--- src/rtl/lock_code_tx.sv ---
// Serial code transmitter for the digital lock: shifts a captured code word out MSB-first on w_out.
// Define UNLOCK_CHECK_EN to add the F-monitor window (CHECK state, f_in, pass, fail).
module lock_code_tx #(
    parameter int CODE_W    = 8,
    parameter int CNT_W     = 4,
    parameter int CHECK_WIN = 3
) (
    input  logic              sys_clk,
    input  logic              reset,
    input  logic              start,
    input  logic [CODE_W-1:0] code,
    output logic              w_out,
    output logic              w_valid,
    output logic              busy,
    output logic              done,
    output logic [2:0]        state
`ifdef UNLOCK_CHECK_EN
    ,
    input  logic              f_in,
    output logic              pass,
    output logic              fail
`endif
);

    typedef enum logic [2:0] {
        S_IDLE  = 3'd0,
        S_SEND  = 3'd1,
        S_CHECK = 3'd2,
        S_DONE  = 3'd3
    } state_t;

    if (CODE_W < 1 || (2 ** CNT_W) < CODE_W || CHECK_WIN < 1) begin : g_bad_params
        $error("lock_code_tx: invalid CODE_W/CNT_W/CHECK_WIN combination");
    end

    state_t              r_state;
    logic [CODE_W-1:0]   r_shreg;
    logic [CNT_W-1:0]    r_cnt;
    logic                r_w_out;
    logic                r_w_valid;
    logic                r_busy;
    logic                r_done;
    logic [CODE_W-1:0]   w_shifted;

    // Shifting through a full-width wire keeps CODE_W=1 legal (no negative bit index).
    assign w_shifted = r_shreg << 1;

`ifdef UNLOCK_CHECK_EN
    localparam int WIN_W = (CHECK_WIN > 1) ? $clog2(CHECK_WIN) : 1;

    logic [WIN_W-1:0]    r_win;
    logic                r_pass;
    logic                r_fail;
`endif

    always_ff @(posedge sys_clk or posedge reset) begin
        if (reset) begin
            r_state   <= S_IDLE;
            r_shreg   <= '0;
            r_cnt     <= '0;
            r_w_out   <= 1'b0;
            r_w_valid <= 1'b0;
            r_busy    <= 1'b0;
            r_done    <= 1'b0;
`ifdef UNLOCK_CHECK_EN
            r_win     <= '0;
            r_pass    <= 1'b0;
            r_fail    <= 1'b0;
`endif
        end else begin
            r_done <= 1'b0;
            case (r_state)
                S_IDLE: begin
                    if (start) begin
                        r_shreg   <= code;
                        r_w_out   <= code[CODE_W-1];
                        r_cnt     <= CNT_W'(CODE_W - 1);
                        r_w_valid <= 1'b1;
                        r_busy    <= 1'b1;
                        r_state   <= S_SEND;
`ifdef UNLOCK_CHECK_EN
                        r_pass    <= 1'b0;
                        r_fail    <= 1'b0;
`endif
                    end
                end

                S_SEND: begin
                    if (r_cnt == '0) begin
                        // w_out is left on the last bit so the lock stays parked.
                        r_w_valid <= 1'b0;
`ifdef UNLOCK_CHECK_EN
                        r_win     <= WIN_W'(CHECK_WIN - 1);
                        r_state   <= S_CHECK;
`else
                        r_done    <= 1'b1;
                        r_state   <= S_DONE;
`endif
                    end else begin
                        r_shreg <= w_shifted;
                        r_w_out <= w_shifted[CODE_W-1];
                        r_cnt   <= r_cnt - CNT_W'(1);
                    end
                end

`ifdef UNLOCK_CHECK_EN
                S_CHECK: begin
                    if (f_in) begin
                        r_pass  <= 1'b1;
                        r_done  <= 1'b1;
                        r_state <= S_DONE;
                    end else if (r_win == '0) begin
                        r_fail  <= 1'b1;
                        r_done  <= 1'b1;
                        r_state <= S_DONE;
                    end else begin
                        r_win <= r_win - WIN_W'(1);
                    end
                end
`endif

                S_DONE: begin
                    r_busy  <= 1'b0;
                    r_state <= S_IDLE;
                end

                default: begin
                    r_w_valid <= 1'b0;
                    r_busy    <= 1'b0;
                    r_state   <= S_IDLE;
                end
            endcase
        end
    end

    assign w_out   = r_w_out;
    assign w_valid = r_w_valid;
    assign busy    = r_busy;
    assign done    = r_done;
    assign state   = r_state;

`ifdef UNLOCK_CHECK_EN
    assign pass = r_pass;
    assign fail = r_fail;
`endif

endmodule

--- config.mk ---
export PLATFORM = sky130hd
export DESIGN_NAME = lock_code_tx
export DESIGN_NICKNAME = d
export VERILOG_FILES = /design/src/rtl/lock_code_tx.sv
export SDC_FILE = /design/constraint.sdc
export NUM_CORES = 1
export LEC_CHECK = 0
export BUFFER_PORTS_ARGS = -buffer_cell sky130_fd_sc_hd__buf_2
export CORE_MARGIN = 2
export CORE_UTILIZATION = 30
export DETAILED_ROUTE_END_ITERATION = 10
export HOLD_SLACK_MARGIN = 0.05
export REMOVE_ABC_BUFFERS = 1
export SLEW_MARGIN = 10
export SYNTH_ARGS = -nofsm -noshare
export SYNTH_HDL_FRONTEND = slang
export SYNTH_SLANG_ARGS = --single-unit
--- constraint.sdc ---
create_clock -name sys_clk -period 2 [get_ports sys_clk]
set_input_delay 0.3 -clock sys_clk [delete_from_list [all_inputs] [get_ports sys_clk]]
set_output_delay 0.3 -clock sys_clk [all_outputs]
set_load 0.02 [all_outputs]
* After elaboration in Yosys (flattened, before gate mapping)
Cells that the tools add are included.
** Operators by class
- Bitwise gates (word level) :: 2
- Reductions and logical operators :: 7
- Mux-type cells :: 18
- Multipliers :: 0
- Div/mod/pow operators :: 0
- $lt $le $gt $ge :: 0
- Eq/ne operators :: 5
- Shift operators :: 0
- $add $sub $neg :: 1
** Operator list (count)
- $mux 7 :: 2
- $pmux 7 s2 :: 1
- $mux 4 :: 2
- $pmux 4 s2 :: 1
- $mux 1 :: 6
- $mux 3 :: 2
- $ne 2x2->1 const B :: 3
- $pmux 3 s2 :: 1
- $reduce_and 3->1 :: 2
- $logic_not 4->1 :: 1
- $pmux 1 s2 :: 2
- $reduce_and 2->1 :: 2
- $sub 4x1->4 const B :: 1
- $eq 3x1->1 const B :: 1
- $eq 3x2->1 const B :: 1
- $logic_not 3->1 :: 1
- $pmux 1 s3 :: 1
- $not 1->1 :: 2
- $reduce_bool 2->1 :: 1
** Word-level totals
- Register bits after elaboration :: 18
- Bits in latches :: 0
- ROM bits :: 0
- Bits in writable memories :: 0
- Input bits :: 11
- Logic and storage cells :: 40
- Memories kept :: 0

* Depth between registers and ports, before layout
Gate-level depths: netlist (run 1).
- Word-level depth :: 3
- Mapped depth :: 6
- Mapped depth without buffers :: 5

* Worst setup path before layout (run 1)
No wires, ideal clock.
- Path type :: register to register
- Start point :: register r_cnt[0]
- End point :: register r_shreg[1]
- Library setup time :: 125 ps
- Clock period less this slack :: 1568 ps
- Buffers on the path :: 1
- Cell stages (with the launch flop) :: 7
- Arrival time :: 1443 ps
- Slack :: 432 ps
- Cells stage by stage :: dfrtp_1 inv_1 ha_1 nor3b_2 a21oi_1 buf_6 mux2_4
** Between the ends
- Longest elaborated chain between the ends :: 3
** RTL lines
- from (decl) :: RTL line 38 : logic [CNT_W-1:0] r_cnt;
- from (signal assigned) :: RTL line 77 : r_cnt <= CNT_W'(CODE_W - 1);
- from (signal assigned) :: RTL line 102 : r_cnt <= r_cnt - CNT_W'(1);
- $logic_not 4->1 :: RTL line 89 : if (r_cnt == '0) begin
- $ne 2x2->1 (no source line)
- $reduce_and 3->1 (no source line)
- to (signal assigned) :: RTL line 75 : r_shreg <= code;
- to (signal assigned) :: RTL line 100 : r_shreg <= w_shifted;
- to (decl) :: RTL line 37 : logic [CODE_W-1:0] r_shreg;
No other way between the ends.
A chain may end at the register's enable or synchronous reset.

* Final worst setup path (run 1)
Same ends and word-level chain as after synthesis.

==> metrics.log, run 1 <==
[metrics] via count of the first global-routing pass: 523
[metrics] utilization of the core after routing: 35.8%
[metrics] synthesis-to-finish area growth: 14.5%
[metrics] number of register bits inferred by synthesis: 17
[metrics] power density over the cells: 1730 mW/mm2
[metrics] fraction of layout cells with a size suffix above 1: 47.6%
[metrics] Critical Path End Type: flip-flop
[metrics] xor/xnor cell area share of the yosys netlist: 1.02%
[metrics] required time of the critical path: 2170 ps
[metrics] worst-skew pair later-pin latency: 290 ps
[metrics] count of cell types in the netlist: 26
[metrics] largest area contributor in the synthesized netlist: sky130_fd_sc_hd__dfrtp_1
[metrics] final global-route overflow total: 0
[metrics] critical path, cell by cell: inv_1, ha_1, nor3b_2, a21oi_1, buf_4, mux2_4
[metrics] CTS sink count: 17
[metrics] die height: 57.4 um
[metrics] # H-tree levels: 1
[metrics] number of max-cap violations: 0
[metrics] total power after layout: 1.69 mW
[metrics] post-place instance area: 952 um2
[metrics] Cell Rows: 19
[metrics] number of enable flip-flop cells after synthesis: 0
[metrics] final period utilization: 83.6%
[metrics] final worst path period need: 1670 ps
[metrics] DR DRC count: 0
[metrics] Layout Cell Area excl Fill: 980 um2
[metrics] count of antenna-violating nets left after detailed routing: 0
[metrics] GRT Overall Usage: 9.03%
[metrics] filler instances: 276
[metrics] remaining max-slew budget at the tightest pin: 56.4%
[metrics] total count of hold-check failures in the final report: 0
[metrics] area of combinational cells with multiple inputs: 378 um2
[metrics] number of warnings issued by yosys: 0
[metrics] drt total wl: 1360 um
[metrics] sequential cell fraction of total power: 35.8%
[metrics] Port Buffers: 16
[metrics] CTS tree: built
[metrics] run status: finished clean
[metrics] critical path start-end classification: reg -> reg
[metrics] Max clock buf depth: 2
[metrics] arrival time at the worst endpoint: 1840 ps
[metrics] horizontal extent of the die: 57.4 um
[metrics] 1st-pass router iterations: 4
[metrics] most common cell in the netlist: sky130_fd_sc_hd__dfrtp_1
[metrics] FF/Latch Area: 425 um2
[metrics] layout net count: 97
[metrics] wire length of the first global-routing pass: 2260 um
[metrics] part of the total power dissipated in combinational logic: 53.6%
[metrics] proportion of power drawn by the clock network: 10.6%
[metrics] Post-synth ARST share: 100%
[metrics] Synth Area in Compound Gates: 7.75%
[metrics] gate count after technology mapping: 66
[metrics] type of the tightest min-delay check: in -> async
[metrics] most used standard cells in the synthesized netlist: 17 x sky130_fd_sc_hd__dfrtp_1, 12 x sky130_fd_sc_hd__mux2_4, 6 x sky130_fd_sc_hd__inv_1
[metrics] Max Slew Vio Count: 0
[metrics] CTS Root Cell: sky130_fd_sc_hd__clkbuf_4
[metrics] Synth Area per Inst: 13.0 um2
[metrics] max layer used: met4
[metrics] post-synthesis sequential area ratio: 49.7%
[metrics] clock transition at the registers of the reported paths: 100 ps
[metrics] antenna violations before repair: 0
[metrics] Max stage delay cell, worst path: sky130_fd_sc_hd__dfrtp_1
[metrics] total leakage power: 0.508 nW
[metrics] post-detailed-route wirelength per cell: 11.8 um
[metrics] Met1 Wirelength: 616 um
[metrics] hold bufs inserted after CTS: 0
[metrics] Max IR drop VDD: 0.873 mV
[metrics] DIE AREA: 0.00330 mm2
[metrics] post-synth top area share: 49.7%
[metrics] unrepaired setup endpoints after global routing: false
[metrics] I/O pin count: 18
[metrics] total met2 wirelength after detailed routing: 614 um
[metrics] count of placed standard cells in the final layout, fillers left out: 115
[metrics] switching power as a share of total power: 34.7%
[metrics] Adder-Cell Fraction of Synth Area: 1.46%
[metrics] clock buffer count from CTS: 3
[metrics] antenna cell count: 0
[metrics] Int Power: 1.10 mW
[metrics] 1st-iter DRT viols: 26
[metrics] fraction of synthesized area in multiplexers: 24.9%
[metrics] CP startpoint kind: flip-flop
[metrics] area share of and/or/nand/nor cells after synthesis: 8.63%
[metrics] Top FF cell, synth: sky130_fd_sc_hd__dfrtp_1
[metrics] Max Fclk: 598 MHz
[metrics] highest fanout seen on the critical path: 11
[metrics] core area: 0.00273 mm2
[metrics] maximum number of pins on one net before global-route repair: 18
[metrics] DP Wirelength: 1030 um
[metrics] mean number of vias per cell: 4.50
[metrics] CTS-repair resized insts: 0
[metrics] buffers inserted during post-CTS setup optimization: 0
[metrics] vias post-DR: 518
[metrics] maximum single-stage delay on the critical path: 400 ps
[metrics] switching power summed over all nets: 588 uW
[metrics] starting density of the core: 31.3%
[metrics] last weighted congestion value of the routability-driven placer: 0.697
[metrics] mapped cell area: 856 um2
[metrics] placed cell count: 111
[metrics] Worst Skew: 10.6 ps
[metrics] largest cells by area after synthesis: sky130_fd_sc_hd__dfrtp_1 50%, sky130_fd_sc_hd__mux2_4 21%, sky130_fd_sc_hd__buf_6 2.6%
[metrics] Setup violations, final: 0
[metrics] dominant combinational cell family by area after synthesis: multiplexers
[metrics] met3 layer wire length in the routed design: 113 um
[metrics] transition time at the pin with the least slew margin: 653 ps
## cell families (layout without fill, tap and decap cells)
family | count (synthesis) | after routing
other | 1 | 1
DFF | 17 | 17
muxes | 15 | 15
buffers and inverters | 9 | 27
AOI/OAI and AO/OA | 9 | 9
xor gates and xnor gates | 1 | 1
adders and majority gates | 1 | 1
and+or+nand+nor | 13 | 13
## final timing paths
path	from	endpoint	slack, ps	cells past startpoint
worst min-delay path	reset	r_shreg[2]	80	2
worst max register to register	r_cnt[0]	r_shreg[1]	330	6
min in group sys_clk	code[0]	r_shreg[0]	250	3
worst max-delay path	r_cnt[0]	r_shreg[1]	330	6
max in group asynchronous	reset	state[0]	1490	2
worst min register to register	state[1]	busy	490	1
## routing by layer
layer	up-vias	GRT usage, %
li1	261	-
met1	239	11.8
met2	16	13.6
met3	2	4.31
met4	0	1.99
met5	-	0
## cell usage in the layout (no fill, tap or decap), types with 2 or more instances in the layout
master                     count
sky130_fd_sc_hd__and3_1        2
sky130_fd_sc_hd__inv_1         6
sky130_fd_sc_hd__clkbuf_4      3
sky130_fd_sc_hd__mux2_2        2
sky130_fd_sc_hd__dfrtp_1      17
sky130_fd_sc_hd__a21oi_1       2
sky130_fd_sc_hd__nand2_1       2
sky130_fd_sc_hd__nor2_1        4
sky130_fd_sc_hd__buf_2        16
sky130_fd_sc_hd__mux2_4       12
## stage by stage
step	setup slack [ps]	hold slack [ps]	TNS, ps
2_1_floorplan	-55.0	226	-55.0
3_3_place_gp	397	417	0
5_1_grt	191	122	0
3_5_place_dp	340	422	0
6_report	329	78.8	0
4_1_cts	320	97.5	0
## area by class of cell
cell class / instances / area share (%)
repair buffers: 17 / 8.94
flip-flops and latches: 17 / 43.4
well taps: 31 / 3.96
inverters: 6 / 2.30
clock inverters: 1 / 0.511
multi-input cells: 40 / 38.6
clock buffers: 3 / 2.30
## state kept, by name (all words and copies together) (netlist names)
signal	cells
busy	1
done	1
r_cnt	4
r_shreg	7
state	2
w_out	1
w_valid	1
## critical path, delay by kind of cell (launching register included)
| family | cells | cell delay, ps |
|---|---|---|
| and+or+nand+nor | 1 | 280 |
| AOI/OAI and AO/OA | 1 | 110 |
| adders and majority gates | 1 | 180 |
| muxes | 1 | 310 |
| buffers and inverters | 2 | 280 |
| DFF | 1 | 400 |
## power by group through the flow
stage | Sequential, mW | Combinational [mW] | Clock (mW)
3_3_place_gp | 0.604 | 0.899 | 0
6_report | 0.605 | 0.907 | 0.180
2_1_floorplan | 0.652 | 0.691 | 0
3_5_place_dp | 0.612 | 0.921 | 0
5_1_grt | 0.629 | 0.998 | 0.202
4_1_cts | 0.606 | 0.923 | 0.189
Power figures use the tool's default switching activity.
==> run 2: changes to the inputs <==
--- a/config.mk
+++ b/config.mk
@@ -5,6 +5,7 @@
 export SDC_FILE = /design/constraint.sdc
 export NUM_CORES = 1
 export LEC_CHECK = 0
+export ABC_AREA = 1
 export BUFFER_PORTS_ARGS = -buffer_cell sky130_fd_sc_hd__buf_2
 export CORE_MARGIN = 2
 export CORE_UTILIZATION = 30
==> constraint.sdc (replaced) <==
create_clock -name sys_clk -period 1.68 [get_ports sys_clk]
set_input_delay 0.252 -clock sys_clk [delete_from_list [all_inputs] [get_ports sys_clk]]
set_output_delay 0.252 -clock sys_clk [all_outputs]
set_load 0.02 [all_outputs]
==> run 2 against run 1 <==
  * Synthesized cell count grew 73%
  * Global-route usage grew 3.1 points
  * Critical path depth shrank 5
  * Via count grew 42%
  * Clock skew shrank 8.8 ps
  * Combinational power grew 8.0%
  * Sequential power grew 22%
  * Final cell count grew 40%
  * Sequential cell count is the same
  * Largest cell class unchanged
==> metrics.log, run 2 <==
[metrics] final worst path period need: 1470 ps
[metrics] number of max-cap violations: 0
[metrics] Cell Rows: 19
[metrics] Max stage delay cell, worst path: sky130_fd_sc_hd__dfrtp_1
[metrics] area of combinational cells with multiple inputs: 382 um2
[metrics] proportion of power drawn by the clock network: 11.5%
[metrics] DP Wirelength: 1260 um
[metrics] gate count after technology mapping: 114
[metrics] hold depth: 3
[metrics] worst min-delay path startpoint: code[0]
[metrics] switching power summed over all nets: 895 uW
[metrics] Int Power: 1.04 mW
[metrics] buffers inserted during post-CTS setup optimization: 0
[metrics] total count of hold-check failures in the final report: 0
[metrics] total power after layout: 1.94 mW
[metrics] Max Slew Vio Count: 0
[metrics] maximum number of pins on one net before global-route repair: 18
[metrics] CP startpoint kind: flip-flop
[metrics] horizontal extent of the die: 58.9 um
[metrics] setup slack, reg-to-reg: 240 ps
[metrics] number of register bits inferred by synthesis: 17
[metrics] # H-tree levels: 1
[metrics] type of the tightest min-delay check: in -> reg
[metrics] met2 usage: 18.9%
[metrics] Synth Area per Inst: 7.94 um2
[metrics] Top FF cell, synth: sky130_fd_sc_hd__dfrtp_1
[metrics] switching power as a share of total power: 46.2%
[metrics] GR Layer Usage met3: 4.62%
[metrics] number of cells on the worst reg-to-reg path: 8
[metrics] final global-route overflow total: 0
[metrics] minimum hold slack: 241 ps
[metrics] most used standard cells in the synthesized netlist: 45 x sky130_fd_sc_hd__nand2_1, 22 x sky130_fd_sc_hd__nand3_1, 17 x sky130_fd_sc_hd__dfrtp_1
[metrics] number of enable flip-flop cells after synthesis: 0
[metrics] RR Endpoint: r_shreg[0]
[metrics] starting density of the core: 32.2%
[metrics] Layout Cell Area excl Fill: 0.00101 mm2
[metrics] filler instances: 300
[metrics] post-synth top area share: 47.0%
[metrics] highest fanout seen on the critical path: 10
[metrics] clock buffer count from CTS: 3
[metrics] via count of the first global-routing pass: 704
[metrics] vias post-DR: 738
[metrics] critical path, cell by cell: buf_2
[metrics] CTS tree: built
[metrics] GR Util met1: 16.3%
[metrics] maximum single-stage delay on the critical path: 670 ps
[metrics] mapped cell area: 905 um2
[metrics] arrival time at the worst endpoint: 1220 ps
[metrics] most used routing layer: met2
[metrics] wire length of the first global-routing pass: 3190 um
[metrics] Max clock buf depth: 2
[metrics] post-detailed-route wirelength per cell: 11.0 um
[metrics] DR DRC count: 0
[metrics] Critical Path End Type: primary output
[metrics] largest area contributor in the synthesized netlist: sky130_fd_sc_hd__dfrtp_1
[metrics] antenna violations before repair: 0
[metrics] Worst Skew: 1.83 ps
[metrics] total leakage power: 0.582 nW
[metrics] worst setup slack before clock tree synthesis: 203 ps
[metrics] number of warnings issued by yosys: 0
[metrics] cell class contributing the biggest share of worst-path delay: flip-flops
[metrics] CTS Root Cell: sky130_fd_sc_hd__clkbuf_4
[metrics] R2R Path Start: r_cnt[0]
[metrics] Bufs and invs on worst path: 1
[metrics] layout net count: 143
[metrics] count of antenna-violating nets left after detailed routing: 0
[metrics] final period utilization: 87.3%
[metrics] Hold Crit Endpoint: r_shreg[0]
[metrics] worst-skew pair later-pin latency: 290 ps
[metrics] max reg flops: 7
[metrics] critical path start-end classification: reg -> out
[metrics] power density over the cells: 1920 mW/mm2
[metrics] CTS sink count: 17
[metrics] Post-synth ARST share: 100%
[metrics] 1st-pass router iterations: 4
[metrics] synthesis-to-finish area growth: 11.9%
[metrics] DIE AREA: 0.00347 mm2
[metrics] GRT Overall Usage: 12.1%
[metrics] remaining max-slew budget at the tightest pin: 56.9%
[metrics] run status: finished clean
[metrics] FF/Latch Area: 425 um2
[metrics] post-synthesis sequential area ratio: 47.0%
[metrics] largest register by flop count: r_shreg
[metrics] most common cell in the netlist: sky130_fd_sc_hd__nand2_1
[metrics] 1st-iter DRT viols: 20
[metrics] I/O pin count: 18
[metrics] transition time at the pin with the least slew margin: 646 ps
[metrics] sequential cell fraction of total power: 38.0%
[metrics] drt total wl: 1780 um
[metrics] part of the total power dissipated in combinational logic: 50.5%
[metrics] antenna cell count: 0
[metrics] largest cells by area after synthesis: sky130_fd_sc_hd__dfrtp_1 47%, sky130_fd_sc_hd__nand2_1 19%, sky130_fd_sc_hd__nand3_1 12%
[metrics] most common cell after layout, fill and taps aside: sky130_fd_sc_hd__nand2_1
[metrics] mean number of vias per cell: 4.58
[metrics] Max Fclk: 682 MHz
[metrics] post-place instance area: 971 um2
[metrics] fraction of layout cells with a size suffix above 1: 21.5%
[metrics] required time of the critical path: 1430 ps
[metrics] TNS Setup: 0 ps
[metrics] Setup WS post-layout: 213 ps
[metrics] Setup violations, final: 0
[metrics] last weighted congestion value of the routability-driven placer: 0.834
[metrics] clock transition at the registers of the reported paths: 100 ps
[metrics] commonest non-fill, non-tap cells in the layout: 45 x sky130_fd_sc_hd__nand2_1, 22 x sky130_fd_sc_hd__nand3_1, 17 x sky130_fd_sc_hd__dfrtp_1
[metrics] Max IR drop VDD: 0.872 mV
[metrics] core area: 0.00281 mm2
[metrics] Port Buffers: 16
[metrics] count of cell types in the netlist: 17
[metrics] unrepaired setup endpoints after global routing: false
[metrics] die height: 58.9 um
## run 2: cell types whose count changed after synthesis, moves of 2 or more
cell	delta
sky130_fd_sc_hd__a21oi_1	-2
sky130_fd_sc_hd__and3_1	-2
sky130_fd_sc_hd__buf_6	+2
sky130_fd_sc_hd__inv_1	+2
sky130_fd_sc_hd__mux2_2	-2
sky130_fd_sc_hd__mux2_4	-12
sky130_fd_sc_hd__nand2_1	+43
sky130_fd_sc_hd__nand2_2	+3
sky130_fd_sc_hd__nand3_1	+22
## run 2: cell type report
| cell class | instances | share of cell area, % |
|---|---|---|
| sequential | 17 | 42.0 |
| timing repair buffer | 18 | 9.64 |
| tap | 31 | 3.83 |
| clock buffer | 4 | 2.60 |
| multi-input combinational | 81 | 37.7 |
| inverter | 10 | 4.20 |
## run 2: power by group through the flow
| stage | clock network [mW] | registers (mW) | logic [mW] |
|---|---|---|---|
| floorplan | 0 | 0.783 | 0.674 |
| global placement | 0 | 0.739 | 0.962 |
| detailed placement | 0 | 0.737 | 0.983 |
| CTS | 0.235 | 0.738 | 0.984 |
| global route | 0.259 | 0.764 | 1.13 |
| finish | 0.223 | 0.737 | 0.980 |
## run 2: metal layers
layer	routed length (um)	up-vias	share of wire (%)
li1	-	389	-
met1	848	333	48
met4	10	0	0.56
met2	838	14	47
met3	79	2	4.4
met5	0	-	0
## run 2: logic make-up (layout without fill, tap and decap cells)
| family | after synthesis | count (layout) | synth area share (%) |
|---|---|---|---|
| other cells | 1 | 1 | 0.415 |
| flops | 17 | 17 | 47.0 |
| compound gates | 2 | 2 | 1.11 |
| buf+inv | 16 | 32 | 11.3 |
| simple gates | 77 | 77 | 38.7 |
| fa+ha+maj | 1 | 1 | 1.38 |
## run 2: timing repair
item                                   in CTS  in global routing
endpoints found under the hold margin       8                  0
hold buffers                                1                  0
setup endpoints to repair                   0                  1
gates resized for setup                     0                  1
## run 2: worst max-delay path by stage
stage	from	to	depth (start not counted)
final	state[0]	state[0]	1
after floorplan	state[0]	w_out	5
after global placement	state[0]	r_shreg[0]	6
after CTS	r_cnt[0]	r_shreg[0]	8
after detailed placement	r_cnt[0]	r_shreg[0]	8
after global routing	r_cnt[0]	r_cnt[2]	8
## run 2: metrics by stage
step,utilization (%),cells
floorplan,-,108
global placement,34.6,156
detailed placement,34.6,156
CTS,35.9,161
global route,36.1,161
finish,36.1,161
==> run 3: changes to the inputs <==
--- a/config.mk
+++ b/config.mk
@@ -7,10 +7,14 @@
 export LEC_CHECK = 0
 export ABC_AREA = 1
 export BUFFER_PORTS_ARGS = -buffer_cell sky130_fd_sc_hd__buf_2
+export CELL_PAD_IN_SITES_DETAIL_PLACEMENT = 0
+export CELL_PAD_IN_SITES_GLOBAL_PLACEMENT = 1
 export CORE_MARGIN = 2
 export CORE_UTILIZATION = 30
 export DETAILED_ROUTE_END_ITERATION = 10
+export GPL_ROUTABILITY_DRIVEN = 0
 export HOLD_SLACK_MARGIN = 0.05
+export PLACE_DENSITY_LB_ADDON = 0.1
 export REMOVE_ABC_BUFFERS = 1
 export SLEW_MARGIN = 10
 export SYNTH_ARGS = -nofsm -noshare
==> run 3 against run 2 <==
  * The flow now finishes with violations (design-rule violations)
  * Critical path depth is the same
  * Combinational power hardly changed
  * Clock power is 2% higher
  * Design area shrank 0.12%
  * Sequential share of layout area grew 0.052 points
  * Setup slack improved by 6.2 ps
  * Routed wire length is 5.7% higher
  * Sequential power shrank 0.8%
  * Sequential cell count unchanged
  * Non-clock buffer count unchanged
  * Fmax up 0.42%
==> metrics.log, run 3 (synthesis gave the netlist of run 2 again) <==
[metrics] run status: finished, violations left
[metrics] violations in the final reports: design-rule violations
[metrics] number of max-cap violations: 0
[metrics] Max stage delay cell, worst path: sky130_fd_sc_hd__dfrtp_1
[metrics] CTS tree: built
[metrics] synthesis-to-finish area growth: 11.8%
[metrics] Port Buffers: 16
[metrics] sequential cell fraction of total power: 37.3%
[metrics] horizontal extent of the die: 58.9 um
[metrics] placed cell count: 157
[metrics] antenna cell count: 0
[metrics] DR DRC count: 1
[metrics] post-place instance area: 978 um2
[metrics] total count of hold-check failures in the final report: 0
[metrics] most common cell after layout, fill and taps aside: sky130_fd_sc_hd__nand2_1
[metrics] clock buffer count from CTS: 3
[metrics] worst setup slack before clock tree synthesis: 165 ps
[metrics] fraction of layout cells with a size suffix above 1: 23.1%
[metrics] Int Power: 1.05 mW
[metrics] part of the total power dissipated in combinational logic: 51.1%
[metrics] total leakage power: 0.586 nW
[metrics] worst-skew pair later-pin latency: 300 ps
[metrics] Layout Cell Area excl Fill: 0.00101 mm2
[metrics] Max IR drop VDD: 0.646 mV
[metrics] TNS Setup: 0 ps
[metrics] utilization of the core after routing: 36.0%
[metrics] critical path, cell by cell: buf_2
[metrics] commonest non-fill, non-tap cells in the layout: 45 x sky130_fd_sc_hd__nand2_1, 22 x sky130_fd_sc_hd__nand3_1, 17 x sky130_fd_sc_hd__dfrtp_1
[metrics] clock transition at the registers of the reported paths: 110 ps
[metrics] layout net count: 143
[metrics] antenna violations before repair: 0
[metrics] final period utilization: 87.0%
[metrics] switching power as a share of total power: 46.6%
[metrics] mean number of vias per cell: 4.59
[metrics] minimum hold slack: 38.1 ps
[metrics] vias post-DR: 739
[metrics] total power after layout: 1.96 mW
[metrics] core area: 0.00281 mm2
[metrics] post-detailed-route wirelength per cell: 11.7 um
[metrics] Max clock buf depth: 2
[metrics] Bufs and invs on worst path: 1
[metrics] critical path start-end classification: reg -> out
[metrics] drt total wl: 1880 um
[metrics] remaining max-slew budget at the tightest pin: 54.1%
[metrics] wire length of the first global-routing pass: 3490 um
[metrics] transition time at the pin with the least slew margin: 688 ps
[metrics] DIE AREA: 0.00347 mm2
[metrics] Critical Path End Type: primary output
[metrics] cell class contributing the biggest share of worst-path delay: flip-flops
[metrics] via count of the first global-routing pass: 722
[metrics] I/O pin count: 18
[metrics] Cell Rows: 19
[metrics] Max Fclk: 685 MHz
[metrics] buffers inserted during post-CTS setup optimization: 0
[metrics] CTS-repair resized insts: 0
[metrics] die height: 58.9 um
[metrics] count of placed standard cells in the final layout, fillers left out: 161
[metrics] 1st-iter DRT viols: 39
[metrics] maximum number of pins on one net before global-route repair: 18
[metrics] unrepaired setup endpoints after global routing: false
[metrics] largest register by flop count: r_shreg
[metrics] highest fanout seen on the critical path: 10
[metrics] final worst path period need: 1460 ps
[metrics] CTS Root Cell: sky130_fd_sc_hd__clkbuf_4
[metrics] CTS sink count: 17
[metrics] power density over the cells: 1940 mW/mm2
[metrics] arrival time at the worst endpoint: 1210 ps
[metrics] hold bufs inserted after CTS: 0
[metrics] DP Wirelength: 1310 um
[metrics] starting density of the core: 32.2%
[metrics] # H-tree levels: 1
[metrics] type of the tightest min-delay check: in -> async
[metrics] Setup WS post-layout: 219 ps
[metrics] CP startpoint kind: flip-flop
[metrics] max reg flops: 7
[metrics] switching power summed over all nets: 913 uW
[metrics] Max Slew Vio Count: 0
[metrics] count of antenna-violating nets left after detailed routing: 0
[metrics] required time of the critical path: 1430 ps
[metrics] maximum single-stage delay on the critical path: 660 ps
[metrics] Worst Skew: 6.20 ps
[metrics] Setup violations, final: 0
[metrics] GRT Overall Usage: 13.5%
[metrics] proportion of power drawn by the clock network: 11.6%
[metrics] final global-route overflow total: 0
[metrics] 1st-pass router iterations: 7
run 3: routing by layer:
layer / vias up / global-route usage (%) / wire length (um)
met1: 334 / 18.7 / 937
met5: - / 0 / 0
li1: 387 / - / -
met2: 16 / 20.0 / 843
met4: 0 / 3.90 / 16
met3: 2 / 4.62 / 81
run 3: path summary, 6_finish.rpt:
kind / depth (start not counted) / endpoint / slack, ps / from
max: 1 / state[0] / 220 / state[0]
min: 2 / w_out / 40 / reset
max reg2reg: 8 / r_shreg[5] / 230 / r_cnt[0]
min reg2reg: 2 / r_shreg[6] / 480 / r_shreg[6]
max in group asynchronous: 2 / state[0] / 1200 / reset
min in group sys_clk: 3 / r_shreg[0] / 230 / code[0]
run 3: final cells by class:
cell class	instances	area (um2)
Sequential cell	17	425
Clock buffer	3	22.5
Multi-Input combinational cell	81	382
Inverter	10	42.5
Fill cell	330	1790
Tap cell	31	38.8
Timing Repair Buffer	18	95.1
Clock inverter	1	5.00
run 3: power by group through the flow:
| stage | Sequential, mW | Combinational, mW | Clock (mW) |
|---|---|---|---|
| 3_3_place_gp | 0.743 | 1.02 | 0 |
| 3_5_place_dp | 0.739 | 1.01 | 0 |
| 4_1_cts | 0.733 | 1.01 | 0.246 |
| 5_1_grt | 0.761 | 1.19 | 0.262 |
| 6_report | 0.731 | 1.00 | 0.228 |
| 2_1_floorplan | 0.783 | 0.674 | 0 |
